File: config.mk
export PLATFORM = sky130hd
export DESIGN_NAME = ws2812_led_driver
export DESIGN_NICKNAME = d
export VERILOG_FILES = /design/src/rtl/ws2812_led_driver.sv
export SDC_FILE = /design/constraint.sdc
export NUM_CORES = 1
export LEC_CHECK = 0
export ABC_AREA = 1
export BUFFER_PORTS_ARGS = -buffer_cell sky130_fd_sc_hd__buf_2
export CELL_PAD_IN_SITES_DETAIL_PLACEMENT = 1
export CELL_PAD_IN_SITES_GLOBAL_PLACEMENT = 1
export CORE_UTILIZATION = 30
export DETAILED_ROUTE_END_ITERATION = 10
export GPL_TIMING_DRIVEN = 1
export PLACE_DENSITY = 0.7
export SETUP_SLACK_MARGIN = 0.5
export SKIP_LAST_GASP = 1
export SYNTH_ARGS = -nofsm -noshare
export SYNTH_HDL_FRONTEND = slang
export SYNTH_SLANG_ARGS = --single-unit
File: constraint.sdc
create_clock -name CLK -period 2.6 [get_ports CLK]
set_input_delay 0.26 -clock CLK [delete_from_list [all_inputs] [get_ports CLK]]
set_output_delay 0.26 -clock CLK [all_outputs]
set_load 0.005 [all_outputs]
File: src/rtl/ws2812_led_driver.sv
// WS2812 one-wire LED driver.
// Serialises NUM_LEDS 24-bit {R,G,B} colours onto LED_DOUT in GRB order, MSB
// first, and closes each frame with a TRESET_CYC-long low latch gap.
module ws2812_led_driver #(
    parameter int NUM_LEDS   = 1,
    parameter int T0H_CYC    = 20,
    parameter int T1H_CYC    = 40,
    parameter int TBIT_CYC   = 62,
    parameter int TRESET_CYC = 3000,
    localparam int IW = (NUM_LEDS > 1) ? $clog2(NUM_LEDS) : 1
) (
    input  logic          CLK,
    input  logic          RESET_n,
    input  logic          START,
    input  logic [23:0]   COLOR,
    output logic [IW-1:0] LED_INDEX,
    output logic          BUSY,
    output logic          FRAME_DONE,
    output logic          LED_DOUT
);

    // One shared cycle counter serves both bit timing and the latch gap.
    localparam int CMAX = (TBIT_CYC > TRESET_CYC) ? TBIT_CYC : TRESET_CYC;
    localparam int CW   = (CMAX > 1) ? $clog2(CMAX) : 1;

    localparam logic [CW-1:0] TBIT_LAST = CW'(TBIT_CYC - 1);
    localparam logic [CW-1:0] TRST_LAST = CW'(TRESET_CYC - 1);
    localparam logic [CW-1:0] T0H       = CW'(T0H_CYC);
    localparam logic [CW-1:0] T1H       = CW'(T1H_CYC);
    localparam logic [IW-1:0] IDX_LAST  = IW'(NUM_LEDS - 1);

    typedef enum logic [1:0] {
        IDLE,
        LOAD,
        BIT,
        LATCH
    } state_t;

    state_t        state;
    logic [23:0]   shift_reg;
    logic [4:0]    bit_cnt;
    logic [CW-1:0] cyc_cnt;
    logic [CW-1:0] cyc_nxt;

    function automatic logic [CW-1:0] high_time(input logic b);
        return b ? T1H : T0H;
    endfunction

    // Next value of the cycle counter, shared by BIT and LATCH.
    always_comb begin
        cyc_nxt = cyc_cnt + 1'b1;
    end

    // Frame sequencer; LED_DOUT is computed for the upcoming cycle so it stays registered.
    always_ff @(posedge CLK or negedge RESET_n) begin
        if (!RESET_n) begin
            state      <= IDLE;
            shift_reg  <= '0;
            bit_cnt    <= '0;
            cyc_cnt    <= '0;
            LED_INDEX  <= '0;
            BUSY       <= 1'b0;
            FRAME_DONE <= 1'b0;
            LED_DOUT   <= 1'b0;
        end else begin
            FRAME_DONE <= 1'b0;
            case (state)
                IDLE: begin
                    LED_DOUT <= 1'b0;
                    if (START) begin
                        state     <= LOAD;
                        BUSY      <= 1'b1;
                        LED_INDEX <= '0;
                    end
                end
                LOAD: begin
                    shift_reg <= {COLOR[15:8], COLOR[23:16], COLOR[7:0]};
                    bit_cnt   <= 5'd23;
                    cyc_cnt   <= '0;
                    state     <= BIT;
                    // First bit goes high on the same edge that enters BIT.
                    LED_DOUT  <= (high_time(COLOR[15]) != '0);
                end
                BIT: begin
                    if (cyc_cnt == TBIT_LAST) begin
                        cyc_cnt <= '0;
                        if (bit_cnt == 5'd0) begin
                            LED_DOUT <= 1'b0;
                            if (LED_INDEX != IDX_LAST) begin
                                LED_INDEX <= LED_INDEX + 1'b1;
                                state     <= LOAD;
                            end else begin
                                state <= LATCH;
                            end
                        end else begin
                            bit_cnt   <= bit_cnt - 5'd1;
                            shift_reg <= {shift_reg[22:0], 1'b0};
                            LED_DOUT  <= (high_time(shift_reg[22]) != '0);
                        end
                    end else begin
                        cyc_cnt  <= cyc_nxt;
                        LED_DOUT <= (cyc_nxt < high_time(shift_reg[23]));
                    end
                end
                LATCH: begin
                    LED_DOUT <= 1'b0;
                    if (cyc_cnt == TRST_LAST) begin
                        cyc_cnt    <= '0;
                        state      <= IDLE;
                        BUSY       <= 1'b0;
                        FRAME_DONE <= 1'b1;
                        LED_INDEX  <= '0;
                    end else begin
                        cyc_cnt <= cyc_nxt;
                    end
                end
                default: begin
                    state    <= IDLE;
                    BUSY     <= 1'b0;
                    LED_DOUT <= 1'b0;
                end
            endcase
        end
    end

endmodule

# == Yosys cells after proc, flatten, opt, wreduce, memory -nomap -nowiden ==
# Cells that the tools add are included.
# word_totals
regBits,47
latch_bits,0
ramBits,0
rom_bits,0
in_bits,27
wordCells,66
mem_count,0
# classes
addsub,3
mul,0
div,0
magnitude_cmp,1
n_eq_ne,10
shift,0
mux,31
n_bitwise,0
n_reduce_logical,13
# op_table
cell,n
$mux W24,2
$pmux W24 S2,1
$pmux W12 S3,1
$mux W12,2
$reduce_bool A12 Y1,2
$mux W6,3
$add A12 B1 Y12 const B,1
$eq A12 B12 Y1 const B,1
$eq A12 B6 Y1 const B,1
$lt A12 B6 Y1,1
$mux W1,10
$mux W2,5
$mux W5,2
$ne A2 B2 Y1 const B,5
$pmux W5 S2,1
$pmux W2 S4,1
$pmux W1 S3,2
$reduce_and A3 Y1,2
$reduce_bool A3 Y1,2
$logic_not A5 Y1,1
$reduce_and A5 Y1,1
$sub A5 B1 Y5 const B,1
$eq A2 B2 Y1 const B,2
$reduce_and A4 Y1,1
6 further kinds,7

# == Longest topological paths before layout ==
# logic_depth
ltp_word,5
depth_mapped,13
mapped_depth_nobuf,13

# == Least setup slack after synthesis ==
# Ideal clock, no wire load.
# synth_path
path_type,register to register
startpoint,register cyc_cnt[0]
endpoint,register LED_DOUT
arrival_time_ns,1.621
required_time_ns,2.535
path_slack_ns,0.914
stages_incl_launch_ff,13
path_buffers,0
path_cell_list,dfrtp_1 ha_1 inv_1 nor2_1 xnor2_1 inv_1 ha_1 a21o_1 nor2_1 nand2_1 nor2_1 nand3_1 nand2_1
# synth_between
elab_chain_cells,4
word_cells_on_any_way,5
# synth_lines
item,line_no,source
from (decl),42,logic [CW-1:0] cyc_cnt;
from (signal assigned),101,cyc_cnt <= cyc_nxt;
from (signal assigned),114,cyc_cnt <= cyc_nxt;
$add A12 B1 Y12,51,cyc_nxt = cyc_cnt + 1'b1;
$lt A12 B6 Y1,102,LED_DOUT <= (cyc_nxt < high_time(shift_reg[23]));
$mux W1 *,85,if (cyc_cnt == TBIT_LAST) begin
$pmux W1 S3 *,67,case (state)
to (signal assigned),82,LED_DOUT <= (high_time(COLOR[15]) != '0);
to (signal assigned),98,LED_DOUT <= (high_time(shift_reg[22]) != '0);
to (signal assigned),102,
to (decl),19,output logic LED_DOUT
# Every way passes the cells marked *; elsewhere a longest branch is shown, timed or not.
# A chain may end at the register's enable or synchronous reset.

# == Worst setup path in the final report ==
# layout_path
startpoint,register cyc_cnt[2]
endpoint,register LED_DOUT
# Same word-level chain as after synthesis.

==> flow_summary.json <==
{
  "outcome": "finished clean",
  "whs_endpoint": "shift_reg[0]",
  "ys_types": 29,
  "placed_area_um2": 2813,
  "rr_startpoint": "cyc_cnt[2]",
  "ioPinCount": 31,
  "worst_ep_arrival_time_ns": 2.23,
  "clk_path_buf_depth": 2,
  "synth_compound_area_frac": 0.1098,
  "grt_pass1_vias": 2299,
  "overflow": 0,
  "path_class": "reg -> reg",
  "dr.pass1.iters": 4,
  "final_nets": 374,
  "vias_per_cell": 4.826,
  "fill_cells": 1007,
  "holdCritStartpoint": "COLOR[0]",
  "synthTopCellsByArea": "dfrtp_1 45%, nand2_1 12%, mux2i_1 9.3%",
  "startpoint_type": "flop",
  "die-area_um2": 8997,
  "synth-simple-area-share": 0.2085,
  "final_area_um2": 2950,
  "seqCellArea_um2": 1154,
  "synth_top_area_frac": 0.4451,
  "drtIter0Drc": 50,
  "yosys-top-cells-count": "84 x nand2_1, 46 x dfrtp_1, 26 x inv_1, 26 x o21ai_0, 24 x mux2i_1",
  "r2r-end": "LED_DOUT",
  "synth_edf_count": 0,
  "drc": 0,
  "place.gp.congestion": 0.7689,
  "die_w_um": 94.85,
  "synth_top_family_by_area": "simple AND/OR/NAND/NOR gates",
  "ys_seq_elements": 46,
  "syn_nets": 345,
  "worst_slew_pin_slew_ns": 0.6168,
  "synth_top_area_cell": "dfrtp_1",
  "r2r_slack_ns": 0.62,
  "tns_ns": 0,
  "initial_core_util": 0.3116,
  "via_count": 2133,
  "htreeDepth": 2,
  "ys.flop_type": "dfrtp_1",
  "dp_hpwl_mm": 4.501,
  "areaGrowthSynthToFinish_pct": 14.08,
  "wirelength_mm": 6.156,
  "fmax_mhz": 506.0,
  "final_util": 0.3555,
  "antenna_found_initial": 0,
  "holdPathStages": 3,
  "period_minus_slack_ns": 1.976,
  "synthXorXnorAreaFrac": 0.02032,
  "seq_area_frac_synth": 0.4451,
  "numPortBuffers": 29,
  "finalHoldViolations": 0,
  "antenna_cells": 0,
  "avgSynthCellArea_um2": 8.424,
  "rsz0062_at_grt": "true",
  "final.period_utilization": 0.7601,
  "cts.sink_count": 46,
  "cts-root-buf": "clkbuf_8",
  "synth.most_common_cell": "nand2_1",
  "drt.antenna.violating_nets": 0,
  "syn_area_um2": 2586,
  "track_usage": 0.1539,
  "wire_per_inst_um": 13.93,
  "cp_max_fo": 4,
  "critPathRequiredTime_ns": 2.86,
  "clkTransAtPathRegs_ns": 0.10,
  "coreArea_um2": 8299,
  "setup_viol": 0,
  "peakVddDrop_v": 0.0004548,
  "post_cts_buffers": 0,
  "drive_gt1_frac": 0.1810,
  "finalClockSkew_ns": 0.01128,
  "hp-class": "in -> reg",
  "drv_cap": 0,
  "p_leak_nw": 1.410,
  "drv_slew": 0,
  "rows": 33,
  "die_h_um": 94.85,
  "r2r_cells": 10,
  "insertion_delay_ns": 0.32,
  "yosys_warnings": 0,
  "tritoncts": "done",
  "max_slew_margin": 0.5888,
  "grt_first_pass_wirelength_mm": 10.76,
  "largest_register_ffs": 24,
  "synth_fa_ha_area_frac": 0.05322,
  "ys_async_sr_fraction": 1.000,
  "cts_buffers": 5,
  "syn_inst": 307,
  "grt_max_degree": 31,
  "crit_path_end_kind": "flop",
  "multi_input_area_um2": 1281,
  "muxShareOfSynthArea": 0.09289,
  "power_density_nw_per_um2": 1045
}
==> routing by layer <==
layer	routed length, um	vias to the layer above	global-route usage
met5	0	-	0
met4	112	0	0.05051
met1	3006	1025	0.2055
met2	2782	41	0.2434
met3	255	12	0.03704
li1	-	1055	-
==> final cells by class <==
| class | instances | share of cell area |
|---|---|---|
| Clock buffer | 5 | 0.02332 |
| Clock inverter | 3 | 0.009754 |
| Inverter | 28 | 0.03690 |
| Multi-Input combinational cell | 222 | 0.4343 |
| Sequential cell | 46 | 0.3910 |
| Tap cell | 105 | 0.04453 |
| Timing Repair Buffer | 33 | 0.06022 |
==> worst max-delay path, cell delays in order, from the launching register on <==
cell and delay, ns:
dfrtp_1 0.44, nand3_2 0.16, nor2_2 0.15, xor2_1 0.23
ha_1 0.29, a21o_1 0.16, nor2_1 0.15, nand2_1 0.07
nor2_1 0.12, nand3_1 0.08, nand2_1 0.06
==> power by group <==
part	internal, W	switching [W]	total (W)	leakage (nW)
sequential	0.000989	0.000153	0.00114	0.581
combinational	0.000518	0.000921	0.00144	0.779
clock	0.000202	0.000300	0.000502	0.0506
==> layout by cell type, fill, tap and decap left out, drive strengths merged, types with 5 or more instances in the layout <==
cell / instances
o21ai: 36
inv: 29
a21oi: 7
dfrtp: 46
clkbuf: 5
buf: 32
mux2i: 24
ha: 11
xor2: 5
nand2: 87
nor2: 19
nand3: 21
==> stage by stage <==
stage                     power, W  cells  hold slack (ns)  worst slack (ns)
final                     0.003082    442           0.1924            0.6237
after global routing      0.003388    442           0.2018            0.4680
after global placement    0.002509    433           0.3068            0.5686
after CTS                 0.003087    442           0.1940            0.5322
after floorplan           0.002261    307         -0.03559            0.9139
after detailed placement  0.002581    433           0.3150            0.5692
==> worst max-delay path by stage <==
stage	depth (start not counted)	slack [ns]	startpoint	to
4_1_cts	10	0.53	cyc_cnt[0]	LED_DOUT
3_5_place_dp	10	0.57	cyc_cnt[0]	LED_DOUT
2_1_floorplan	12	0.91	cyc_cnt[0]	LED_DOUT
3_3_place_gp	10	0.57	cyc_cnt[3]	LED_DOUT
6_report	10	0.62	cyc_cnt[2]	LED_DOUT
5_1_grt	10	0.47	cyc_cnt[2]	LED_DOUT
==> cells by family (layout without fill, tap and decap cells) <==
| logic type | Yosys count | count (layout) |
|---|---|---|
| AND/OR/NAND/NOR | 131 | 131 |
| XOR/XNOR | 6 | 6 |
| AO/OA/AOI/OAI | 49 | 49 |
| multiplexers | 24 | 24 |
| flip-flops | 46 | 46 |
| buffers and inverters | 39 | 69 |
| other | 1 | 1 |
| adder cells (fa/ha/maj) | 11 | 11 |
==> what timing repair did <==
item	in CTS	in global routing
resized for setup	0	9
endpoints found under the hold margin	24	0
hold buffers	1	0
setup endpoints to repair	0	21
Note: power is estimated with default switching activity, not from simulation.
